**src/rtl/imem_refill_if.sv**
```systemverilog
// Request/ROM bundle between the icache miss logic, the refill controller
// and the instruction ROM.
//   req_valid_i / req_addr_i / req_ready_o : miss request handshake
//   mem_addr_o / mem_inst_i                : combinational-read ROM port
// The slave modport is the refill controller's view; master is the other side.
interface imem_refill_if;
  logic        req_valid_i;
  logic [31:0] req_addr_i;
  logic        req_ready_o;
  logic [31:0] mem_addr_o;
  logic [31:0] mem_inst_i;

  modport slave (
    input  req_valid_i, req_addr_i, mem_inst_i,
    output req_ready_o, mem_addr_o
  );

  modport master (
    output req_valid_i, req_addr_i, mem_inst_i,
    input  req_ready_o, mem_addr_o
  );
endinterface

```
**src/rtl/imem_refill_ctrl.sv**
```systemverilog
// Instruction-cache refill sequencer: on a miss, reads LINE_WORDS consecutive
// words from the ROM (each presented for MEM_LAT cycles), assembles them into
// a line buffer and returns the line with a one-cycle valid pulse.
// Ports:
//   clk_i, rst_ni  : clock, synchronous active-low reset
//   bus (slave)    : miss request handshake and ROM address/data
//   line_valid_o   : one-cycle pulse, line_addr_o/line_data_o complete
//   line_addr_o    : line-aligned base address of the returned line
//   line_data_o    : line data, word 0 in bits [31:0]
//   busy_o         : refill in progress
//   refill_cnt_o   : completed refills, saturating
module imem_refill_ctrl #(
  parameter int unsigned LINE_WORDS = 4,
  parameter int unsigned MEM_LAT    = 1,
  parameter int unsigned CNT_W      = 16
) (
  input  logic                     clk_i,
  input  logic                     rst_ni,
  imem_refill_if.slave             bus,
  output logic                     line_valid_o,
  output logic [31:0]              line_addr_o,
  output logic [32*LINE_WORDS-1:0] line_data_o,
  output logic                     busy_o,
  output logic [CNT_W-1:0]         refill_cnt_o
);

  localparam int unsigned DATA_W = 32 * LINE_WORDS;
  localparam int unsigned IDX_W  = $clog2(LINE_WORDS);
  localparam int unsigned WAIT_W = (MEM_LAT > 1) ? $clog2(MEM_LAT) : 1;
  localparam logic [IDX_W-1:0]  IDX_LAST  = IDX_W'(LINE_WORDS - 1);
  localparam logic [WAIT_W-1:0] WAIT_LAST = WAIT_W'(MEM_LAT - 1);
  localparam logic [31:0]       LINE_MASK = ~(32'(LINE_WORDS * 4) - 32'd1);

  typedef enum logic [1:0] {S_IDLE, S_FETCH, S_DONE} state_t;

  state_t              r_state, w_state;
  logic [IDX_W-1:0]    r_idx, w_idx;
  logic [WAIT_W-1:0]   r_wait, w_wait;
  logic [31:0]         r_mem_addr, w_mem_addr;
  logic [31:0]         r_line_addr, w_line_addr;
  logic [DATA_W-1:0]   r_line_data, w_line_data;
  logic [CNT_W-1:0]    r_cnt, w_cnt;
  logic                r_req_ready, r_busy, r_line_valid;

  // State and output registers; handshake flags are decoded from next state
  // so they line up with the state they describe.
  always_ff @(posedge clk_i) begin
    if (!rst_ni) begin
      r_state      <= S_IDLE;
      r_idx        <= '0;
      r_wait       <= '0;
      r_mem_addr   <= '0;
      r_line_addr  <= '0;
      r_line_data  <= '0;
      r_cnt        <= '0;
      r_req_ready  <= 1'b1;
      r_busy       <= 1'b0;
      r_line_valid <= 1'b0;
    end else begin
      r_state      <= w_state;
      r_idx        <= w_idx;
      r_wait       <= w_wait;
      r_mem_addr   <= w_mem_addr;
      r_line_addr  <= w_line_addr;
      r_line_data  <= w_line_data;
      r_cnt        <= w_cnt;
      r_req_ready  <= (w_state == S_IDLE);
      r_busy       <= (w_state != S_IDLE);
      r_line_valid <= (w_state == S_DONE);
    end
  end

  // Next-state and datapath update.
  always_comb begin
    w_state     = r_state;
    w_idx       = r_idx;
    w_wait      = r_wait;
    w_mem_addr  = r_mem_addr;
    w_line_addr = r_line_addr;
    w_line_data = r_line_data;
    w_cnt       = r_cnt;
    case (r_state)
      S_IDLE: begin
        if (bus.req_valid_i) begin
          w_line_addr = bus.req_addr_i & LINE_MASK;
          w_mem_addr  = bus.req_addr_i & LINE_MASK;
          w_idx       = '0;
          w_wait      = '0;
          w_state     = S_FETCH;
        end
      end
      S_FETCH: begin
        if (MEM_LAT > 1 && r_wait != WAIT_LAST) begin
          w_wait = r_wait + WAIT_W'(1);
        end else begin
          for (int w = 0; w < int'(LINE_WORDS); w++) begin
            if (IDX_W'(w) == r_idx) w_line_data[32*w +: 32] = bus.mem_inst_i;
          end
          w_wait = '0;
          if (r_idx == IDX_LAST) begin
            w_state = S_DONE;
            // Counted on entry so the count is current while line_valid_o is high.
            if (r_cnt != '1) w_cnt = r_cnt + CNT_W'(1);
          end else begin
            w_idx      = r_idx + IDX_W'(1);
            w_mem_addr = r_mem_addr + 32'd4;
          end
        end
      end
      S_DONE:  w_state = S_IDLE;
      default: w_state = S_IDLE;
    endcase
  end

  assign bus.req_ready_o = r_req_ready;
  assign bus.mem_addr_o  = r_mem_addr;
  assign line_valid_o    = r_line_valid;
  assign line_addr_o     = r_line_addr;
  assign line_data_o     = r_line_data;
  assign busy_o          = r_busy;
  assign refill_cnt_o    = r_cnt;

endmodule

```
**src/flat_wrapper.sv**
```systemverilog
// flat-port wrapper written by rule: the top's interface ports become plain ports
module imem_refill_ctrl_flat 
#(
  parameter int unsigned LINE_WORDS = 4,
  parameter int unsigned MEM_LAT    = 1,
  parameter int unsigned CNT_W      = 16
)
  (clk_i, rst_ni, line_valid_o, line_addr_o, line_data_o, busy_o, refill_cnt_o, bus_req_valid_i, bus_req_addr_i, bus_mem_inst_i, bus_req_ready_o, bus_mem_addr_o);
  imem_refill_if bus_i ();
  input  logic clk_i;
  input  logic rst_ni;
  output logic line_valid_o;
  output logic [31:0] line_addr_o;
  output logic [32*LINE_WORDS-1:0] line_data_o;
  output logic busy_o;
  output logic [CNT_W-1:0] refill_cnt_o;
  input wire logic [$bits(bus_i.req_valid_i)-1:0] bus_req_valid_i;
  input wire logic [$bits(bus_i.req_addr_i)-1:0] bus_req_addr_i;
  input wire logic [$bits(bus_i.mem_inst_i)-1:0] bus_mem_inst_i;
  output wire logic [$bits(bus_i.req_ready_o)-1:0] bus_req_ready_o;
  output wire logic [$bits(bus_i.mem_addr_o)-1:0] bus_mem_addr_o;
  assign bus_i.req_valid_i = bus_req_valid_i;
  assign bus_i.req_addr_i = bus_req_addr_i;
  assign bus_i.mem_inst_i = bus_mem_inst_i;
  assign bus_req_ready_o = bus_i.req_ready_o;
  assign bus_mem_addr_o = bus_i.mem_addr_o;
  imem_refill_ctrl #(.LINE_WORDS(LINE_WORDS), .MEM_LAT(MEM_LAT), .CNT_W(CNT_W)) u_core (.clk_i(clk_i), .rst_ni(rst_ni), .bus(bus_i), .line_valid_o(line_valid_o), .line_addr_o(line_addr_o), .line_data_o(line_data_o), .busy_o(busy_o), .refill_cnt_o(refill_cnt_o));
endmodule
```
**config.mk**
```make
export PLATFORM = sky130hd
export DESIGN_NAME = imem_refill_ctrl_flat
export DESIGN_NICKNAME = d
export VERILOG_FILES = /design/src/rtl/imem_refill_if.sv /design/src/rtl/imem_refill_ctrl.sv /design/src/flat_wrapper.sv
export SDC_FILE = /design/constraint.sdc
export NUM_CORES = 1
export LEC_CHECK = 0
export ABC_AREA = 0
export CAP_MARGIN = 20
export CORE_UTILIZATION = 49
export CTS_CLUSTER_DIAMETER = 100
export CTS_CLUSTER_SIZE = 20
export DETAILED_ROUTE_END_ITERATION = 10
export HOLD_SLACK_MARGIN = 0.12
export PLACE_DENSITY = 0.85
export RECOVER_POWER = 50
export SLEW_MARGIN = 20
export SYNTH_ARGS = -nofsm -noshare
export SYNTH_HDL_FRONTEND = slang
export SYNTH_SLANG_ARGS = --single-unit
```
**constraint.sdc**
```tcl
create_clock -name clk_i -period 7.2 [get_ports clk_i]
set_clock_uncertainty 0.05 [all_clocks]
set_input_delay 2.16 -clock clk_i [delete_from_list [all_inputs] [get_ports clk_i]]
set_output_delay 2.16 -clock clk_i [all_outputs]
set_load 0.01 [all_outputs]
```
# Yosys cells after proc, flatten, opt, wreduce, memory -nomap -nowiden
# Cells that the tools add are included.
# totals
ff_bits	211
input_bits	67
output_inout_bits	211
elab_cells	45
# classes
n_addsub	3
eq_ne	9
muxes	9
reduce_logical	12
# op_table
cell	n
$mux 32	2
$pmux 32 s2	1
$add 32x3->32 const B	1
$add 16x1->16 const B	1
$ne 16x16->1 const B	1
$reduce_and 2->1	5
$mux 2	4
$pmux 2 s2	2
$logic_not 2->1	3
$reduce_and 3->1	2
$eq 2x2->1 const A	2
$eq 2x2->1 const B	2
$ne 2x2->1 const B	2
$reduce_bool 2->1	2
$add 2x1->2 const B	1
$eq 1x2->1 const A	1
$eq 2x1->1 const B	1

# Depth between registers and ports, before layout
# logic_depth
depth_word	4
mapped_depth	9
depth_no_buf	6

# Worst setup path after synthesis
# Ideal clock, no wire load.
# synth_timing
kind	input to register
startpoint	in bus_req_valid_i
endpoint	reg u_core.r_line_addr[12], in the netlist u_core.line_addr_o[12]
t_arrival_ps	3345
required_ps	7080
path_slack_ps	3735
cell_stages	5
path_cell_list	nor3b_1 clkbuf_1 buf_1 nand2_1 a21oi_1
# synth_between
elab_chain_len	1
# synth_lines
item	line_no	source
start: declaration	flat_wrapper.sv:17	input wire logic [$bits(bus_i.req_valid_i)-1:0] bus_req_valid_i;
$reduce_and 2->1 (no source line)	n/a	
end signal: assignment	imem_refill_ctrl.sv:64	r_line_addr <= w_line_addr;
end: declaration	imem_refill_ctrl.sv:40	logic [31:0] r_line_addr, w_line_addr;
# Every way passes these cells.
# A chain may end at the register's enable or synchronous reset.

# Final worst setup path
# layout_timing
startpoint	in rst_ni
endpoint	reg u_core.r_line_data[48], in the netlist u_core.line_data_o[48]
# layout_lines
item	line_no	source
start: declaration	flat_wrapper.sv:11	input logic rst_ni;
end signal: assignment	imem_refill_ctrl.sv:65	r_line_data <= w_line_data;
end: declaration	imem_refill_ctrl.sv:41	logic [DATA_W-1:0] r_line_data, w_line_data;
# No word-level cell between the ends.

==> results.ini <==
[outcome]
status = finished clean

[sta]
finalWorstSetupSlack_ns = 2.42
drv_slew = 0
layout_min_cycle_time_ns = 4.78
hold_viol_final = 0
maxSlewHeadroom_pct = 13.2
setup_viol = 0
fin_tns_setup_ns = 0
fmax_mhz = 209
min_period_over_period_pct = 66.3
worstMarginPinSlew_ns = 1.30
rsz0062_at_grt = false

[cells_and_area]
multi_input_area_um2 = 3750
layout_common_cells = nand2_1 (343), dfxtp_1 (209), a21oi_1 (180), clkdlybuf4s50_1 (172), dlygate4sd3_1 (95)
fin_nets = 1350
n_antenna_cell = 0
final_common_cell = nand2_1
fill_cells = 1314
drive_gt1_share_pct = 2.98
ff_latch_area_um2 = 4180
area_delta_synth_final_pct = 38.1

[logic_synthesis]
synthXorXnorAreaFrac_pct = 1.06
syn_avg_cell_area_um2 = 7.81
synth_cell_type_count = 57
synth_fa_ha_area_share_pct = 0.910
synthSimpleGateAreaFrac_pct = 25.3
ys_async_sr_fraction_pct = 0
syn_area_um2 = 8250
synth_compound_area_share_pct = 17.3
synth-edff-count = 0
ys_seq_area_share_pct = 50.7
synth_mux_area_share_pct = 0.364
yosysWarnings = 0
postSynthCellCount = 1056
synth_top_family_by_area = simple AND/OR/NAND/NOR gates
synth_ff_type = dfxtp_1
synth_seq_cells = 209

[floorplan]
fp-row-count = 47
die_x_um = 132
start_util_pct = 49.9
ioPinCount = 278
core_area_um2 = 16500
fp.dieH_um = 132
dieArea_um2 = 17400

[route]
wire_per_inst_um = 16.4
via_count = 8198
drc = 0
drtAntennaViolNets = 0
via_per_inst = 5.48
dr.pass1.iters = 5
wl_mm = 24.6
drtIter0Drc = 549

[job]
drv_cap = 0

[global_route]
grt_pass1_wl_mm = 39.0
grt-ovfl-total = 0
grt_pass1_vias = 7506
antenna_found_initial = 0
grt_max_degree = 141
grt_usage_pct = 27.5

[critical_path]
cp-start-kind = input pin
crit_type = input pin to register
worstPathMaxFanout = 140
worstSetupEndpointType = register
cp_data_arrival_time_ns = 5.12
required_ns = 7.54

[clock_network]
clock_path_buffers = 3
clock-sinks = 209
clk_latency_ns = 0.47
cts_tree = built
cts_hold_buf = 0
cts.clk_slew.worst_paths_ns = 0.08
cts_setup_buffers = 0
cts-root-buf = clkbuf_16
htreeDepth = 1
cts_buffers = 14
cts_resized = 0

[placed_design]
port_buffers = 267
pre_cts_ws_ns = 2.71
place_hpwl_mm = 16.8
gp_congestion = 0.858

[power]
seqPwrFrac_pct = 53.7
clkPwrFrac_pct = 33.3
p_per_area_nw_per_um2 = 201
comb_power_share_pct = 13.0
p_sw_share_pct = 25.6
netSwitchingPower_uw = 586
cellInternalPower_uw = 1710
peakVddDrop_mv = 0.185
p_leak_uw = 0.00414

[hold_path]
min-delay-path-class = register to register

worst paths after layout:
path                                          startpoint                   endpoint  slack (ns)  cells after the start
worst max-delay path                              rst_ni     u_core.line_data_o[48]        2.42                      5
worst min-delay path              u_core.line_addr_o[17]     u_core.line_addr_o[17]        0.40                      2
worst max register to register  u_core.bus.mem_addr_o[2]  u_core.bus.mem_addr_o[26]        4.63                      6
worst min register to register    u_core.line_addr_o[17]     u_core.line_addr_o[17]        0.40                      2
power groups by stage:
stage | clock, µW | sequential, µW | combinational (µW)
floorplan | 0 | 1270 | 123
global placement | 0 | 1260 | 295
CTS | 779 | 1230 | 303
finish | 764 | 1230 | 297
detailed placement | 0 | 1260 | 300
global route | 826 | 1240 | 321
layout make-up:
cell class / instances / area share (%)
clock buffers: 15 / 3.30
clock inverters: 1 / 0.143
inverters: 8 / 0.308
multi-input cells: 765 / 32.9
flip-flops and latches: 209 / 36.7
well taps: 220 / 2.42
repair buffers: 279 / 24.2
cells by family after synthesis:
family	count (synthesis)
adders and majority gates	6
and+or+nand+nor	483
muxes	3
buffers and inverters	87
DFF	209
AOI/OAI and AO/OA	257
xor gates and xnor gates	10
other	1
worst max-delay path, stage by stage:
cell and delay (ns):
dlygate4sd3_1 0.52, clkbuf_1 0.95, inv_6 0.62, buf_4 0.52, a21oi_1 0.21
state kept, by name, summed over array words and instances (netlist names):
name / count
u_core.line_addr_o: 28
u_core.r_idx: 2
u_core.bus.mem_addr_o: 30
u_core.line_data_o: 128
u_core.bus.req_ready_o: 1
u_core.r_state: 2
u_core.line_valid_o: 1
u_core.refill_cnt_o: 16
u_core.busy_o: 1
Yosys cell counts, drive strengths merged (3+ instances only):
cell	instances	area, µm²
nand2	344	1290
dfxtp	209	4180
a21oi	181	906
clkbuf	70	263
nor2	33	124
o21ai	28	140
nand3	17	97.6
nand4	16	100
nor3	15	75.1
and2	12	75.1
buf	9	65.1
nor4	9	56.3
and3	8	50.1
inv	8	30.0
nand2b	8	50.1
a31oi	6	37.5
ha	6	75.1
o211ai	5	42.5
xnor2	5	43.8
xor2	5	43.8
a21boi	4	30.0
a311oi	4	35.0
or3	4	25.0
a211oi	3	22.5
and4	3	26.3
mux2i	3	30.0
nor3b	3	22.5
nor4b	3	26.3
o21a	3	22.5
o22ai	3	18.8
o31a	3	26.3
o31ai	3	22.5
or4	3	26.3
per-layer routing:
metal	vias to the layer above	global-route usage, %	routed length [µm]	share of wire, %
met1	3828	34.1	10100	41
met3	53	5.63	1780	7.2
li1	3990	-	-	-
met2	327	46.8	11900	49
met5	-	0	0	0
met4	0	10.4	767	3.1
metrics by stage:
| step | util (%) | area [µm²] | power [µW] | instances | hold slack [ns] |
|---|---|---|---|---|---|
| after floorplan | - | 8260 | 1390 | 1061 | 0.415 |
| after global placement | 66.5 | 11000 | 1550 | 1481 | 0.391 |
| after detailed placement | 66.6 | 11000 | 1560 | 1481 | 0.395 |
| after CTS | 68.9 | 11400 | 2310 | 1497 | 0.407 |
| after global routing | 68.9 | 11400 | 2380 | 1497 | 0.421 |
| final | 68.9 | 11400 | 2290 | 1497 | 0.400 |
Power figures use the tool's default switching activity.
